File: config.mk
export PLATFORM = sky130hd
export DESIGN_NAME = ps2_cmd_queue_flat
export DESIGN_NICKNAME = d
export VERILOG_FILES = /design/src/rtl/ps2_cmd_queue_if.sv /design/src/rtl/ps2_cmd_queue.sv /design/src/flat_wrapper.sv
export SDC_FILE = /design/constraint.sdc
export NUM_CORES = 1
export LEC_CHECK = 0
export BUFFER_PORTS_ARGS = -buffer_cell sky130_fd_sc_hd__buf_4
export CAP_MARGIN = 10
export CORE_MARGIN = 2
export CORE_UTILIZATION = 48
export DETAILED_ROUTE_END_ITERATION = 7
export GPL_TIMING_DRIVEN = 0
export PLACE_DENSITY = 0.67
export SETUP_SLACK_MARGIN = 0.4
export SLEW_MARGIN = 20
export SYNTH_ARGS = -nofsm -noshare
export SYNTH_HDL_FRONTEND = slang
export SYNTH_SLANG_ARGS = --single-unit
File: constraint.sdc
create_clock -name clk50 -period 3.6 [get_ports clk50]
set_input_delay 0.36 -clock clk50 [delete_from_list [all_inputs] [get_ports clk50]]
set_output_delay 0.36 -clock clk50 [all_outputs]
set_load 0.01 [all_outputs]
File: src/rtl/ps2_cmd_queue_if.sv
// ps2_cmd_queue_if
//   Bundles the scan-code input strobe, the event FIFO handshake and the
//   status outputs of ps2_cmd_queue.
//   master: keyboard/consumer side (drives code_in, code_valid, ev_ready)
//   slave : ps2_cmd_queue side  (drives ev_data, ev_valid, held, last_code,
//           overflow, ovf_cnt)
interface ps2_cmd_queue_if;
  logic [7:0]  code_in;
  logic        code_valid;
  logic [12:0] ev_data;
  logic        ev_valid;
  logic        ev_ready;
  logic [5:0]  held;
  logic [15:0] last_code;
  logic        overflow;
  logic [7:0]  ovf_cnt;

  modport master (
    output code_in, code_valid, ev_ready,
    input  ev_data, ev_valid, held, last_code, overflow, ovf_cnt
  );

  modport slave (
    input  code_in, code_valid, ev_ready,
    output ev_data, ev_valid, held, last_code, overflow, ovf_cnt
  );
endinterface

File: src/rtl/ps2_cmd_queue.sv
// ps2_cmd_queue
//   PS/2 scan-code decoder (make / F0 break / E0 extended) feeding a command
//   classifier, repeat filter and event FIFO.
//   Ports:
//     clk50 : system clock
//     RST   : asynchronous active-high reset
//     bus   : ps2_cmd_queue_if.slave
//             code_in/code_valid  scan-code byte strobe
//             ev_data/ev_valid/ev_ready  head event {brk, ext, code, cmd}
//             held       held state of cmds 1..6 (bit k-1 = cmd k)
//             last_code  {7'h00, ext, code} of the last completed make
//             overflow   sticky drop-on-full flag
//             ovf_cnt    saturating drop-on-full count
//
//   state   | meaning
//   IDLE    | no prefix pending
//   EXT     | E0 seen, next code byte is an extended make
//   BRK     | F0 seen, next code byte is a normal break
//   EXT_BRK | E0 F0 seen, next code byte is an extended break
module ps2_cmd_queue #(
  parameter int DEPTH         = 8,
  parameter int EMIT_BREAK    = 0,
  parameter int FILTER_REPEAT = 1,
  parameter int CMD_ONLY      = 1
) (
  input logic            clk50,
  input logic            RST,
  ps2_cmd_queue_if.slave bus
);

  localparam int AW = (DEPTH > 1) ? $clog2(DEPTH) : 1;
  localparam logic [AW:0] FULL_CNT = (AW+1)'(DEPTH);

  typedef enum logic [1:0] {IDLE, EXT, BRK, EXT_BRK} state_t;

  state_t        state;
  logic [12:0]   mem [DEPTH];
  logic [AW-1:0] rd_ptr;
  logic [AW-1:0] wr_ptr;
  logic [AW:0]   count;
  logic [5:0]    held_q;
  logic [15:0]   last_q;
  logic          ovf_q;
  logic [7:0]    cnt_q;

  logic       is_e0, is_f0, done, ev_brk, ev_ext;
  logic [2:0] cmd;
  logic [5:0] cmd_mask;
  logic       keep, full, pop, wr_en, drop;

  always_comb begin
    is_e0  = (bus.code_in == 8'hE0);
    is_f0  = (bus.code_in == 8'hF0);
    done   = bus.code_valid && !is_e0 && !is_f0;
    ev_brk = (state == BRK) || (state == EXT_BRK);
    ev_ext = (state == EXT) || (state == EXT_BRK);

    case (bus.code_in)
      8'h1D, 8'h75: cmd = 3'd1;
      8'h1B, 8'h72: cmd = 3'd2;
      8'h1C, 8'h6B: cmd = 3'd3;
      8'h23, 8'h74: cmd = 3'd4;
      8'h5A:        cmd = 3'd5;
      8'h76:        cmd = 3'd6;
      default:      cmd = 3'd0;
    endcase

    case (cmd)
      3'd1:    cmd_mask = 6'b000001;
      3'd2:    cmd_mask = 6'b000010;
      3'd3:    cmd_mask = 6'b000100;
      3'd4:    cmd_mask = 6'b001000;
      3'd5:    cmd_mask = 6'b010000;
      3'd6:    cmd_mask = 6'b100000;
      default: cmd_mask = 6'b000000;
    endcase

    // Repeat filter looks at held state before this event updates it.
    keep = done;
    if (ev_brk && EMIT_BREAK == 0) keep = 1'b0;
    if (cmd == 3'd0 && CMD_ONLY != 0) keep = 1'b0;
    if (!ev_brk && (held_q & cmd_mask) != 6'b0 && FILTER_REPEAT != 0) keep = 1'b0;

    full  = (count == FULL_CNT);
    pop   = (count != '0) && bus.ev_ready;
    // A pop in the same cycle frees the slot, so full+push+pop still writes.
    wr_en = keep && (!full || pop);
    drop  = keep && full && !pop;
  end

  always_ff @(posedge clk50 or posedge RST) begin
    if (RST) begin
      state  <= IDLE;
      rd_ptr <= '0;
      wr_ptr <= '0;
      count  <= '0;
      held_q <= '0;
      last_q <= '0;
      ovf_q  <= 1'b0;
      cnt_q  <= '0;
    end else begin
      if (bus.code_valid) begin
        if (is_e0)
          state <= EXT;
        else if (is_f0)
          state <= (state == EXT) ? EXT_BRK : BRK;
        else
          state <= IDLE;

        if (done) begin
          if (ev_brk) begin
            held_q <= held_q & ~cmd_mask;
          end else begin
            held_q <= held_q | cmd_mask;
            last_q <= {7'h00, ev_ext, bus.code_in};
          end
        end
      end

      if (wr_en) wr_ptr <= wr_ptr + 1'b1;
      if (pop)   rd_ptr <= rd_ptr + 1'b1;

      case ({wr_en, pop})
        2'b10:   count <= count + 1'b1;
        2'b01:   count <= count - 1'b1;
        default: count <= count;
      endcase

      if (drop) begin
        ovf_q <= 1'b1;
        if (cnt_q != 8'hFF) cnt_q <= cnt_q + 1'b1;
      end
    end
  end

  // Storage needs no reset: contents are only observed while count != 0.
  always_ff @(posedge clk50) begin
    if (wr_en) mem[wr_ptr] <= {ev_brk, ev_ext, bus.code_in, cmd};
  end

  assign bus.ev_data   = mem[rd_ptr];
  assign bus.ev_valid  = (count != '0);
  assign bus.held      = held_q;
  assign bus.last_code = last_q;
  assign bus.overflow  = ovf_q;
  assign bus.ovf_cnt   = cnt_q;

endmodule

File: src/flat_wrapper.sv
// flat-port wrapper written by rule: the top's interface ports become plain ports
module ps2_cmd_queue_flat 
#(
  parameter int DEPTH         = 8,
  parameter int EMIT_BREAK    = 0,
  parameter int FILTER_REPEAT = 1,
  parameter int CMD_ONLY      = 1
)
  (clk50, RST, bus_code_in, bus_code_valid, bus_ev_ready, bus_ev_data, bus_ev_valid, bus_held, bus_last_code, bus_overflow, bus_ovf_cnt);
  ps2_cmd_queue_if bus_i ();
  input logic clk50;
  input logic RST;
  input wire logic [$bits(bus_i.code_in)-1:0] bus_code_in;
  input wire logic [$bits(bus_i.code_valid)-1:0] bus_code_valid;
  input wire logic [$bits(bus_i.ev_ready)-1:0] bus_ev_ready;
  output wire logic [$bits(bus_i.ev_data)-1:0] bus_ev_data;
  output wire logic [$bits(bus_i.ev_valid)-1:0] bus_ev_valid;
  output wire logic [$bits(bus_i.held)-1:0] bus_held;
  output wire logic [$bits(bus_i.last_code)-1:0] bus_last_code;
  output wire logic [$bits(bus_i.overflow)-1:0] bus_overflow;
  output wire logic [$bits(bus_i.ovf_cnt)-1:0] bus_ovf_cnt;
  assign bus_i.code_in = bus_code_in;
  assign bus_i.code_valid = bus_code_valid;
  assign bus_i.ev_ready = bus_ev_ready;
  assign bus_ev_data = bus_i.ev_data;
  assign bus_ev_valid = bus_i.ev_valid;
  assign bus_held = bus_i.held;
  assign bus_last_code = bus_i.last_code;
  assign bus_overflow = bus_i.overflow;
  assign bus_ovf_cnt = bus_i.ovf_cnt;
  ps2_cmd_queue #(.DEPTH(DEPTH), .EMIT_BREAK(EMIT_BREAK), .FILTER_REPEAT(FILTER_REPEAT), .CMD_ONLY(CMD_ONLY)) u_core (.clk50(clk50), .RST(RST), .bus(bus_i));
endmodule
Word-level counts from Yosys, hierarchy flattened
Memory sizes are Yosys's and may differ from the RTL's.
Cells that the tools add are included.
- reduce and logical (&&, ||, !) cells: 26
- equality and inequality tests: 25
- multiplexer cells: 12
- add/subtract/negate cells: 5
- bitwise operators: 5
- operators by type and width (cell ; count):
    8-bit by 7-bit equality test with 1-bit output, second input constant ; 6
    6-bit one-hot mux with 6 select lines ; 1
    8-bit by 5-bit equality test with 1-bit output, second input constant ; 3
    3-bit one-hot mux with 6 select lines ; 1
    8-bit equality test, second input constant ; 2
    6-bit bitwise AND ; 2
    3-bit equality test, second input constant ; 3
    8-bit by 1-bit adder with 8-bit output, second input constant ; 1
    8-bit by 6-bit equality test with 1-bit output, second input constant ; 1
    8-bit != test, second input constant ; 1
    4-bit one-hot mux with 2 select lines ; 1
    2-bit OR reduction ; 4
    1-bit logical AND ; 7
    3-bit by 1-bit adder with 3-bit output, second input constant ; 2
    2-bit equality test, second input constant ; 3
    3-bit by 2-bit equality test with 1-bit output, second input constant ; 2
    1-bit two-way mux ; 6
    6-bit two-way mux ; 1
    6-bit inverter ; 1
    6-bit bitwise OR ; 1
    6-bit nonzero test ; 1
    1-bit zero test ; 5
    4-bit by 1-bit adder with 4-bit output, second input constant ; 1
    2-bit by 1-bit equality test with 1-bit output, second input constant ; 2
    other kinds (11) ; 15
- register bits after elaboration: 36
- word-level logic and storage cells: 82
- memories kept: 1
- bits in writable memories: 104
- input port bits: 12
- output and inout port bits: 45
- memories (name ; depth ; bits a word ; rd ports ; clocked after Yosys merged registers in ; wr ports ; line ; text):
    u_core.mem ; 8 ; 13 ; 1 ; 0 ; 1 ; ps2_cmd_queue.sv:37 ; logic [12:0] mem [DEPTH];

Depth between registers and ports, before layout
Gate-level depths: netlist of the first run.
- word-level depth: 12
- depth in mapped cells: 14
- gate-level depth less buffers: 14

Worst setup path before layout of the first run
No wires, ideal clock.
- path kind: input to register
- start: input bus_code_in[3]
- end: memory u_core.mem[0][0] (enable)
- path buffers: 0
- arrival: 3.059 ns
- path slack: 0.124 ns
- cell stages on the path: 7
- setup time: 0.417 ns
- required time: 3.183 ns
- cells stage by stage: and4bb_4 a32oi_1 nand2_1 and4_4 nor3_2 nand2_1 nor4_1
- cells in the longest elaborated chain, start to end: 12
- elaborated cells between the ends (all ways): 38
- those cells by class: eq/ne: 18; mux: 7; bitwise: 1; reduce/logical: 12
- RTL lines (what ; line ; text):
    start, declared ; flat_wrapper.sv:13 ; input wire logic [$bits(bus_i.code_in)-1:0] bus_code_in;
    8-bit by 6-bit equality test with 1-bit output, or another cell as far along ; ps2_cmd_queue.sv:58 ; case (bus.code_in)
    2-bit OR reduction ; ps2_cmd_queue.sv:58 ;
    3-bit one-hot mux with 6 select lines * ; ps2_cmd_queue.sv:58 ;
    via u_core.cmd[2] ; ps2_cmd_queue.sv:47 ; logic [2:0] cmd;
    3-bit equality test, or another cell as far along ; ps2_cmd_queue.sv:68 ; case (cmd)
    6-bit one-hot mux with 6 select lines ; ps2_cmd_queue.sv:68 ;
    6-bit bitwise AND ; ps2_cmd_queue.sv:82 ; if (!ev_brk && (held_q & cmd_mask) != 6'b0 && FILTER_REPEAT != 0) keep = 1'b0;
    6-bit nonzero test ; ps2_cmd_queue.sv:82 ;
    1-bit logical AND ; ps2_cmd_queue.sv:82 ;
    1-bit two-way mux * ; ps2_cmd_queue.sv:82 ;
    1-bit logical AND * ; ps2_cmd_queue.sv:87 ; wr_en = keep && (!full || pop);
    1-bit two-way mux * ; ps2_cmd_queue.sv:138 ; if (wr_en) mem[wr_ptr] <= {ev_brk, ev_ext, bus.code_in, cmd};
    1-bit two-way mux (not written as such) * ; ps2_cmd_queue.sv:138 ;
    end, declared ; ps2_cmd_queue.sv:37 ;
The timed path passes the listed nets; every way through them passes the cells marked *.

Worst setup path in the final report of the first run
- start: register u_core.rd_ptr[1]
- end: output bus_ev_data[12]
- cells in the longest elaborated chain, start to end: 1
- RTL lines (what ; line ; text):
    start, declared ; ps2_cmd_queue.sv:38 ; logic [AW-1:0] rd_ptr;
    start signal, assigned ; ps2_cmd_queue.sv:121 ; if (pop) rd_ptr <= rd_ptr + 1'b1;
    memory 8 x 13 bit ; -- ;
    end, declared ; flat_wrapper.sv:16 ; output wire logic [$bits(bus_i.ev_data)-1:0] bus_ev_data;
Every way passes these cells.

==> summary.md, run 1 <==
| Metric | Value |
|---|---|
| Status | `finished clean` |
| Area delta synth->final | `23.09%` |
| Ant. Diodes | `0` |
| Footprint of the multi-input gates | `approximately 2000 µm²` |
| FMAX | `about 320 MHz` |
| Final GP Congestion | `0.8195` |
| Chip height | `~120 µm` |
| EDFF count, synth | `approximately 100` |
| Part of the cycle the worst path needs | `approximately 86%` |
| Wire per inst | `between 15 and 20 µm` |
| Fin cells | `622` |
| Yosys reg bits | `140` |
| Startpoint types | `flip-flop` |
| Initial Util | `between 40% and 50%` |
| Clk pin slew, worst setup/hold paths | `approximately 60 ps` |
| Via density | `about 5.4` |
| Data required, critical path | `~3200 ps` |
| Crit-path cells | `clkbuf_1, buf_1, mux4_2, mux2_2, buf_4` |
| TritonCTS buffer count | `17` |
| Routed WL | `~12,000 µm` |
| Core area | `12,110 µm²` |
| Die W | `~120 µm` |
| Sw Share | `approximately 28%` |
| Endpoint type of the worst setup path | `primary output` |
| Antenna violations before repair | `0` |
| Final Hold Fails | `0` |
| Max-cap violations | `0` |
| Comb power frac | `25.4%` |
| Die area | `around 13,000 µm²` |
| DRC | `0` |
| Largest area contributor in the netlist | `edfxtp_1` |
| Final ANT Viol Nets | `0` |
| GRT Residual Overflow | `0` |
| Htree depth | `4` |
| Vias in the first global route | `3,476` |
| CP Buf/Inv Count | `3` |
| Switching power | `1.339 mW` |
| FP Rows | `40` |
| CP top delay family | `buffers and inverters` |
| Leakage | `about 2.8 nW` |
| Top-count cell post-synth | `edfxtp_1` |
| Ratio of cells with drive above 1 in the final layout | `40.97%` |
| Critical path class | `reg -> out` |
| Worst path max stage delay | `about 580 ps` |
| PwrDens | `approximately 650 nW/µm²` |
| Final min period | `3094 ps` |
| Boundary pin count | `57` |
| Port bufs | `slightly below 50` |
| Final Cell Area | `between 7000 and 8000 µm²` |
| Num Clock Sinks | `140` |
| Cells after synthesis | `between 300 and 400` |
| Final nets | `roughly 460` |
| First-pass GRT wire length | `approximately 19,000 µm` |
| Largest net degree at the start of global routing | `37` |
| Mapped cell area | `6020 µm²` |
| Worst IR Drop VDD | `around 0.32 mV` |
| Synthesis Warnings | `0` |
| TritonRoute pass-1 iters | `7` |
| Inst Count DP | `586` |
| Worst Hold Class | `in -> async` |
| Synth unique cells | `56` |
| WP data arrival | `about 2700 ps` |
| Flop pwr share | `about two fifths` |
| Filler Cell Count | `958` |
| Clk root buf | `clkbuf_16` |
| Slowest-stage cell, CP | `buf_1` |
| Synth top cells by count | `edfxtp_1, dfrtp_1, mux4_2` |
| Main synth FF type | `edfxtp_1` |
| Register area share after synthesis | `66.85%` |
| Vias | `roughly 3,400` |
| Hold_ws | `between 80 and 90 ps` |
| Worst rel slew slack | `40.46%` |
| Iter 0 DRT Violations | `191` |
| Tot GR Track Use | `19.11%` |
| Dpl hpwl | `between 7000 and 8000 µm` |
| Synth area leaders | `edfxtp_1, dfrtp_1, mux4_2, mux2_2, nand2_1` |
| Area after DPL | `~6700 µm²` |
| CTS Buffer Depth | `2` |
| Top cell type's share of synthesized area | `51.88%` |
| Average size of a mapped cell | `between 15 and 20 µm²` |
| Unrepaired setup endpoints after global routing | `yes` |
| Int Power | `~3.5 mW` |
| Layout Skew | `8.480 ps` |
| CTS tree | `done` |
| Worst Tran Pin Value | `around 900 ps` |
| Final setup fails | `0` |
| Worst-skew pair later-pin latency | `410 ps` |
| Clk pwr share | `between 30% and 40%` |
| Pins Over Slew Limit | `0` |
| Asr flop ratio synth | `25.71%` |
| CP Max Fanout | `10` |
| Sequential cell area | `4024 µm²` |
worst register-to-register path, cell delays in order, from the launching register on:
cell and delay [ps]:
dfrtp_1 480, inv_2 140, nand3_4 160, a211o_4 350, nor3_2 400, nand3_1 330
nor2_2 790
routing by layer:
metal	vias to the layer above	wire length [µm]	track usage, %
met5	-	0	0
met3	19	568	4.550
met4	0	221	7.063
li1	1569	-	-
met2	97	5781	30.49
met1	1700	5100	25.92
layout make-up:
class                      instances  share of cell area, %
buffer                            18                  1.604
clock buffer                      17                  5.741
clock inverter                    15                  2.195
inverter                          12                 0.6079
multi-input combinational        193                  26.58
sequential                       140                  54.31
tap                              168                  2.837
timing repair buffer              59                  6.130
flip-flops by register name (all words and copies together) (netlist names), named ones only:
| register | count |
|---|---|
| u_core.mem | 104 |
| u_core.bus.last_code | 9 |
| u_core.bus.ovf_cnt | 8 |
| u_core.count | 4 |
| u_core.rd_ptr | 3 |
| u_core.wr_ptr | 3 |
| u_core.state | 2 |
| u_core.bus.overflow | 1 |
power by group through the flow:
stage	clock network, mW	logic [mW]	registers [mW]
2_1_floorplan	0	0.802	1.91
3_3_place_gp	0	1.20	1.92
3_5_place_dp	0	1.23	1.93
4_1_cts	1.74	1.25	1.89
5_1_grt	1.81	1.33	1.91
6_report	1.70	1.23	1.90
cells in the final DEF, fill, tap and decap left out, types with 7 or more instances in the layout:
cell type  instances
mux2_2            25
xnor2_1            8
edfxtp_1         104
dfrtp_1           36
nand2_1           19
nor2_1             9
nand3_1            8
clkbuf_16         17
inv_1             10
mux4_2            26
buf_4             63
conb_1             7
o21ai_0            9
what timing repair did:
item / in CTS / in global routing
resized for setup: 5 / 13
endpoints found under the setup margin: 34 / 93
hold buffers: 0 / 0
setup buffers: 0 / 4
pin swaps: 0 / 4
path summary, 6_finish.rpt:
path | slack [ps] | depth (start not counted) | from | end
max | 510 | 5 | u_core.rd_ptr[1] | bus_ev_data[12]
max reg2reg | 570 | 6 | u_core.state[1] | u_core.mem[7][7]
max in group asynchronous | 3040 | 2 | RST | u_core.wr_ptr[2]
min | 80 | 2 | RST | asynchronous set/reset pin
min reg2reg | 490 | 1 | u_core.bus.overflow | u_core.bus.overflow
min in group clk50 | 200 | 2 | bus_code_valid | u_core.state[1]
cells by family (layout without fill, tap and decap cells):
group	Yosys count	in the layout	synth area share, %
xor gates and xnor gates	12	12	1.746
and+or+nand+nor	82	82	8.585
adders and majority gates	6	6	1.372
AOI/OAI and AO/OA	33	33	4.178
DFF	140	140	66.85
other	1	7	0.06230
muxes	53	53	14.78
buffers and inverters	30	121	2.432
through the flow:
stage                     utilization, %  power [mW]  worst slack [ps]  setup TNS, ps
after global placement             54.71       3.112             -1018         -62080
after CTS                          60.46       4.880             275.2              0
after global routing               61.18       5.060             344.5              0
final                              61.18       4.834             506.2              0
after detailed placement           55.48       3.156            -165.1          -2929
after floorplan                        -       2.711             439.7              0
Note: power is estimated with default switching activity, not from simulation.
==> inputs of run 2 (changes only) <==
--- a/config.mk
+++ b/config.mk
@@ -7,6 +7,7 @@
 export LEC_CHECK = 0
 export BUFFER_PORTS_ARGS = -buffer_cell sky130_fd_sc_hd__buf_4
 export CAP_MARGIN = 10
+export CORE_ASPECT_RATIO = 0.75
 export CORE_MARGIN = 2
 export CORE_UTILIZATION = 48
 export DETAILED_ROUTE_END_ITERATION = 7
==> run 2 against run 1 <==
Effect of this change:
- via count is 1.9% higher
- critical endpoint is now bus_ev_data[2]
- critical path type unchanged
- sequential share of layout area is 0.92 points lower
- global-route usage is 0.50 points higher
- final area is 1.8% higher
==> summary.md, run 2 (synthesis gave the netlist of run 1 again) <==
| Metric | Value |
|---|---|
| Status | `finished clean` |
| CP Max Fanout | `10` |
| CP Buf/Inv Count | `3` |
| Final Hold Fails | `0` |
| Pins Over Slew Limit | `0` |
| Port bufs | `49` |
| Filler Cell Count | `940` |
| Final setup TNS | `0 ps` |
| Boundary pin count | `57` |
| CTS Buffer Depth | `2` |
| Worst rel slew slack | `around 40%` |
| Area delta synth->final | `25.25%` |
| Critical path class | `reg -> out` |
| DRC | `0` |
| Max FFs per register | `around 100` |
| Antenna violations before repair | `0` |
| Unrepaired setup endpoints after global routing | `yes` |
| Dpl hpwl | `8125 µm` |
| Clk pin slew, worst setup/hold paths | `around 60 ps` |
| Worst Tran Pin Value | `around 900 ps` |
| Final Util | `approximately three fifths` |
| GRT Residual Overflow | `0` |
| TritonRoute pass-1 iters | `5` |
| Startpoint types | `flip-flop` |
| Tot Pwr | `~5.2 mW` |
| CP top delay family | `buffers and inverters` |
| PwrDens | `about 690 nW/µm²` |
| Worst IR Drop VDD | `between 0.4 and 0.5 mV` |
| Worst Hold Class | `in -> reg` |
| Vias in the first global route | `roughly 3,500` |
| Data required, critical path | `between 3000 and 4000 ps` |
| Area after DPL | `6751 µm²` |
| Layout Skew | `around 8.3 ps` |
| Final Cell Area | `approximately 7500 µm²` |
| Vias | `about 3,500` |
| Final ANT Viol Nets | `0` |
| FMAX | `327.9 MHz` |
| Worst-skew pair later-pin latency | `around 400 ps` |
| Htree depth | `4` |
| Place WS | `-229.9 ps` |
| Max-cap violations | `0` |
| Num Clock Sinks | `140` |
| Final GP Congestion | `between 0.7 and 0.8` |
| TritonCTS buffer count | `17` |
| Worst path max stage delay | `roughly 570 ps` |
| Slowest-stage cell, CP | `clkbuf_1` |
| FP Rows | `35` |
| Final nets | `460` |
| Clk root buf | `clkbuf_16` |
| Initial Util | `between 40% and 50%` |
| Final min period | `slightly above 3000 ps` |
| Most frequent cell on the critical path | `clkbuf_1` |
| Tot GR Track Use | `19.61%` |
| Via density | `5.557` |
| First-pass GRT wire length | `slightly below 20,000 µm` |
| Most frequent cells in the layout | `edfxtp_1, buf_4, dfrtp_1, mux4_2, mux2_2` |
| Leakage | `approximately 2.8 nW` |
| Core area | `about 12,000 µm²` |
| WP data arrival | `2690 ps` |
| Final setup fails | `0` |
| Die area | `around 13,000 µm²` |
| Ant. Diodes | `0` |
| Part of the cycle the worst path needs | `between 80% and 90%` |
| Largest net degree at the start of global routing | `21` |
| Endpoint type of the worst setup path | `primary output` |
| Worst setup margin | `550.4 ps` |
| CTS tree | `done` |
| Crit-path cells | `clkbuf_1, clkbuf_1, mux4_2, mux2_2, buf_4` |
| Wire per inst | `19.82 µm` |
| Ratio of cells with drive above 1 in the final layout | `41.10%` |
| Routed WL | `approximately 12,000 µm` |
| Commonest non-fill, non-tap cell in the layout | `edfxtp_1` |
| Iter 0 DRT Violations | `roughly 370` |
| Top reg by flops | `u_core.mem` |
| Die W | `~130 µm` |
| Chip height | `101.0 µm` |
[run 2: cell count changes in the layout (fill, tap and decap cells not counted), sizes merged]
cell | before | now
inv | 17 | 13
clkdlybuf4s15 | 2 | 1
clkdlybuf4s18 | 0 | 1
bufinv | 2 | 7
clkbuf | 24 | 25
clkinvlp | 2 | 3
dlygate4sd3 | 0 | 1
buf | 68 | 67
clkinv | 6 | 4
[run 2: worst paths after layout]
| path | depth (start not counted) | endpoint | startpoint | slack (ps) |
|---|---|---|---|---|
| worst max-delay path | 5 | bus_ev_data[2] | u_core.rd_ptr[1] | 550 |
| worst min-delay path | 2 | u_core.state[1] | bus_code_valid | 200 |
| worst max register to register | 6 | u_core.mem[3][12] | u_core.state[1] | 560 |
| worst min register to register | 1 | u_core.bus.overflow | u_core.bus.overflow | 480 |
| max in group asynchronous | 4 | u_core.state[1] | RST | 2640 |
| min in group asynchronous | 3 | u_core.bus.ovf_cnt[5] | RST | 500 |
[run 2: per-stage QoR]
step                hold WS [ps]  std cells
CTS                        185.4        619
floorplan                  458.8        363
detailed placement         390.9        586
finish                     196.8        621
global placement           466.7        578
global route               182.3        621
[run 2: final cells by class]
type / count / area [µm²] / share of cell area (%)
inverters: 12 / 45.04 / 0.5974
clock buffers: 17 / 425.4 / 5.642
multi-input cells: 193 / 1967 / 26.09
plain buffers: 18 / 117.6 / 1.560
repair buffers: 60 / 484.2 / 6.422
clock inverters: 15 / 267.8 / 3.551
flip-flops and latches: 140 / 4025 / 53.39
well taps: 166 / 207.7 / 2.755
[run 2: power by group]
group	switching (mW)	internal, mW	leakage [nW]	total [mW]
clock	0.664	1.37	0.327	2.03
sequential	0.0959	1.81	1.41	1.90
combinational	0.573	0.662	1.10	1.23
[run 2: layer usage]
layer	vias up	share of wire, %	GRT usage (%)
met5	-	0	0
met4	0	1.1	6.792
met3	10	6.0	4.927
met2	107	45	29.58
met1	1769	48	28.13
li1	1565	-	-
[run 2: what timing repair did]
action	in CTS	in global routing
hold buffers	1	0
gates resized for setup	10	8
hold endpoints to repair	16	0
setup endpoints to repair	31	75
buffers inserted	0	2
pin swaps	0	2
==> inputs of run 3 (changes only) <==
==> constraint.sdc (replaced) <==
create_clock -name clk50 -period 2.9 [get_ports clk50]
set_input_delay 0.29 -clock clk50 [delete_from_list [all_inputs] [get_ports clk50]]
set_output_delay 0.29 -clock clk50 [all_outputs]
set_load 0.01 [all_outputs]
==> run 3 against run 2 <==
Effect of this change:
- hold slack lost 87 ps
- sequential power grew 25%
- via count grew 4.3%
- setup slack lost 240 ps
- clock skew is essentially flat
- sequential share of layout area shrank 2.8 points
- combinational power grew 38%
- cell count grew 4.5%
- largest cell class unchanged
- largest power group is now sequential cells
- highest routed layer unchanged
==> summary.md, run 3 (synthesis gave the netlist of run 1 again) <==
| Metric | Value |
|---|---|
| Status | `finished clean` |
| Worst-skew pair later-pin latency | `420 ps` |
| Sequential cell area | `slightly above 4000 µm²` |
| Wire per inst | `approximately 20 µm` |
| Htree depth | `4` |
| Pins Over Slew Limit | `0` |
| Worst Tran Pin Value | `about 630 ps` |
| Antenna violations before repair | `0` |
| Critical path class | `in -> reg` |
| PwrDens | `796.2 nW/µm²` |
| Switching power | `around 1.7 mW` |
| R2R Path End | `u_core.count[3]` |
| Layout Skew | `around 8.5 ps` |
| DRC | `0` |
| Dpl hpwl | `7716 µm` |
| Reg2reg setup slack | `around 320 ps` |
| FMAX | `385.7 MHz` |
| Area delta synth->final | `32.13%` |
| Final min period | `around 2600 ps` |
| TritonCTS buffer count | `17` |
| Area after DPL | `between 6000 and 7000 µm²` |
| Tot GR Track Use | `around a fifth` |
| Clk root buf | `clkbuf_16` |
| Final Cell Area | `about 8000 µm²` |
| Commonest non-fill, non-tap cell in the layout | `edfxtp_1` |
| Clk pin slew, worst setup/hold paths | `around 60 ps` |
| FP Rows | `35` |
| Clk pwr share | `~36%` |
| Final Hold Fails | `0` |
| Slowest-stage cell, CP | `a211o_4` |
| Via density | `between 5 and 6` |
| Vias | `around 3,600` |
| Initial Util | `49.09%` |
| Port bufs | `49` |
| Comb power frac | `26.9%` |
| Worst reg2reg path depth | `13` |
| Startpoint types | `input pin` |
| Crit path capture | `u_core.count[3]` |
| Crit path launch | `bus_code_in[0]` |
| Vias in the first global route | `roughly 3,500` |
| RR Startpoint | `u_core.state[1]` |
| Footprint of the multi-input gates | `2095 µm²` |
| Leakage | `3.017 nW` |
| Crit-path cells | `buf_6, and4bb_4, buf_4, nand3_4, nand3_4, a211o_4, o31ai_4, inv_1, ha_1, a21o_1, a21o_1, o2111a_1, o21ai_2, o31ai_1, a21oi_1, a311oi_1` |
| Part of the cycle the worst path needs | `about nine tenths` |
| CTS tree | `done` |
| Final setup fails | `0` |
| Sw Share | `approximately 27%` |
| Die area | `13,460 µm²` |
| Max FFs per register | `about 100` |
| Final nets | `488` |
| First-pass GRT wire length | `between 20,000 and 25,000 µm` |
| Routed WL | `about 13,000 µm` |
| Worst IR Drop VDD | `roughly 0.41 mV` |
| Worst Hold Class | `in -> reg` |
| Final ANT Viol Nets | `0` |
| Top reg by flops | `u_core.mem` |
| Tot Pwr | `~6.3 mW` |
| WP data arrival | `around 2900 ps` |
| Iter 0 DRT Violations | `between 300 and 400` |
| Worst rel slew slack | `57.68%` |
| Unrepaired setup endpoints after global routing | `yes` |
| Max-cap violations | `0` |
| Hold_ws | `109.6 ps` |
| Largest net degree at the start of global routing | `21` |
| Most frequent cells in the layout | `edfxtp_1, buf_4, dfrtp_1, mux4_2, mux2_2` |
| GRT Residual Overflow | `0` |
| Chip height | `approximately 100 µm` |
| CTS Buffer Depth | `2` |
| Num Clock Sinks | `140` |
| Int Power | `~4.6 mW` |
| Worst setup margin | `307.1 ps` |
| Boundary pin count | `57` |
| CP Max Fanout | `16` |
| Final GP Congestion | `roughly 0.8` |
| TritonRoute pass-1 iters | `5` |
| Ratio of cells with drive above 1 in the final layout | `47.62%` |
| Place WS | `-551.8 ps` |
| Filler Cell Count | `870` |
| Die W | `between 100 and 150 µm` |
| Flop pwr share | `between 30% and 40%` |
| Ant. Diodes | `0` |
| Core area | `roughly 12,000 µm²` |
| Worst path max stage delay | `around 350 ps` |
| Data required, critical path | `around 3200 ps` |
| Endpoint type of the worst setup path | `flip-flop` |
[run 3: cell types whose count changed in the layout (fill, tap and decap cells not counted), sizes merged]
| cell | previous run | this run |
|---|---|---|
| inv | 13 | 14 |
| clkinv | 4 | 6 |
| bufinv | 7 | 4 |
| clkdlybuf4s15 | 1 | 0 |
| clkbuf | 25 | 22 |
| clkdlybuf4s18 | 1 | 0 |
| buf | 67 | 100 |
[run 3: metrics by stage]
step                TNS, ps  std cells  util, %
global route              0        649    64.87
detailed placement   -42150        580    55.47
floorplan                 0        363        -
CTS                       0        649    64.60
global placement     -39050        578    55.12
finish                    0        649    64.87
[run 3: timing repair]
action,CTS,global route
endpoints found under the setup margin,119,66
resized for setup,53,12
hold buffers,1,0
endpoints found under the hold margin,16,0
pin swaps,27,3
setup buffers,36,0
[run 3: worst min path at each step]
stage                               end  depth (start not counted)  slack [ps]                 from
floorplan               u_core.state[1]                          1         390       bus_code_valid
global placement    u_core.bus.overflow                          1         460  u_core.bus.overflow
detailed placement      u_core.count[0]                          2         320                  RST
CTS                    u_core.mem[4][6]                          1          90       bus_code_in[3]
global route           u_core.mem[1][6]                          1          90       bus_code_in[3]
finish                 u_core.mem[7][6]                          1         110       bus_code_in[3]
[run 3: layout make-up]
class | count | area share, %
flip-flops and latches | 140 | 50.61
clock buffers | 17 | 5.348
repair buffers | 88 | 10.02
inverters | 12 | 0.5663
well taps | 166 | 2.611
clock inverters | 15 | 2.470
multi-input cells | 193 | 26.33
plain buffers | 18 | 2.045
[run 3: worst max-delay path: cells and delay by family]
family | cells | cell delay [ps]
compound gates | 9 | 1530
simple gates | 3 | 420
buf+inv | 3 | 380
fa+ha+maj | 1 | 280
[run 3: per-layer routing]
| metal | vias up | wire (µm) | global-route usage (%) |
|---|---|---|---|
| li1 | 1627 | - | - |
| met1 | 1832 | 5800 | 29.05 |
| met2 | 122 | 5988 | 31.96 |
| met3 | 20 | 794 | 4.977 |
| met4 | 0 | 238 | 8.101 |
| met5 | - | 0 | 0 |
[run 3: power groups by stage]
stage          sequential, mW  combinational [mW]  clock (mW)
2_1_floorplan            2.39                1.01           0
3_3_place_gp             2.40                1.52           0
3_5_place_dp             2.40                1.55           0
4_1_cts                  2.36                1.68        2.29
5_1_grt                  2.38                1.85        2.37
6_report                 2.37                1.70        2.26
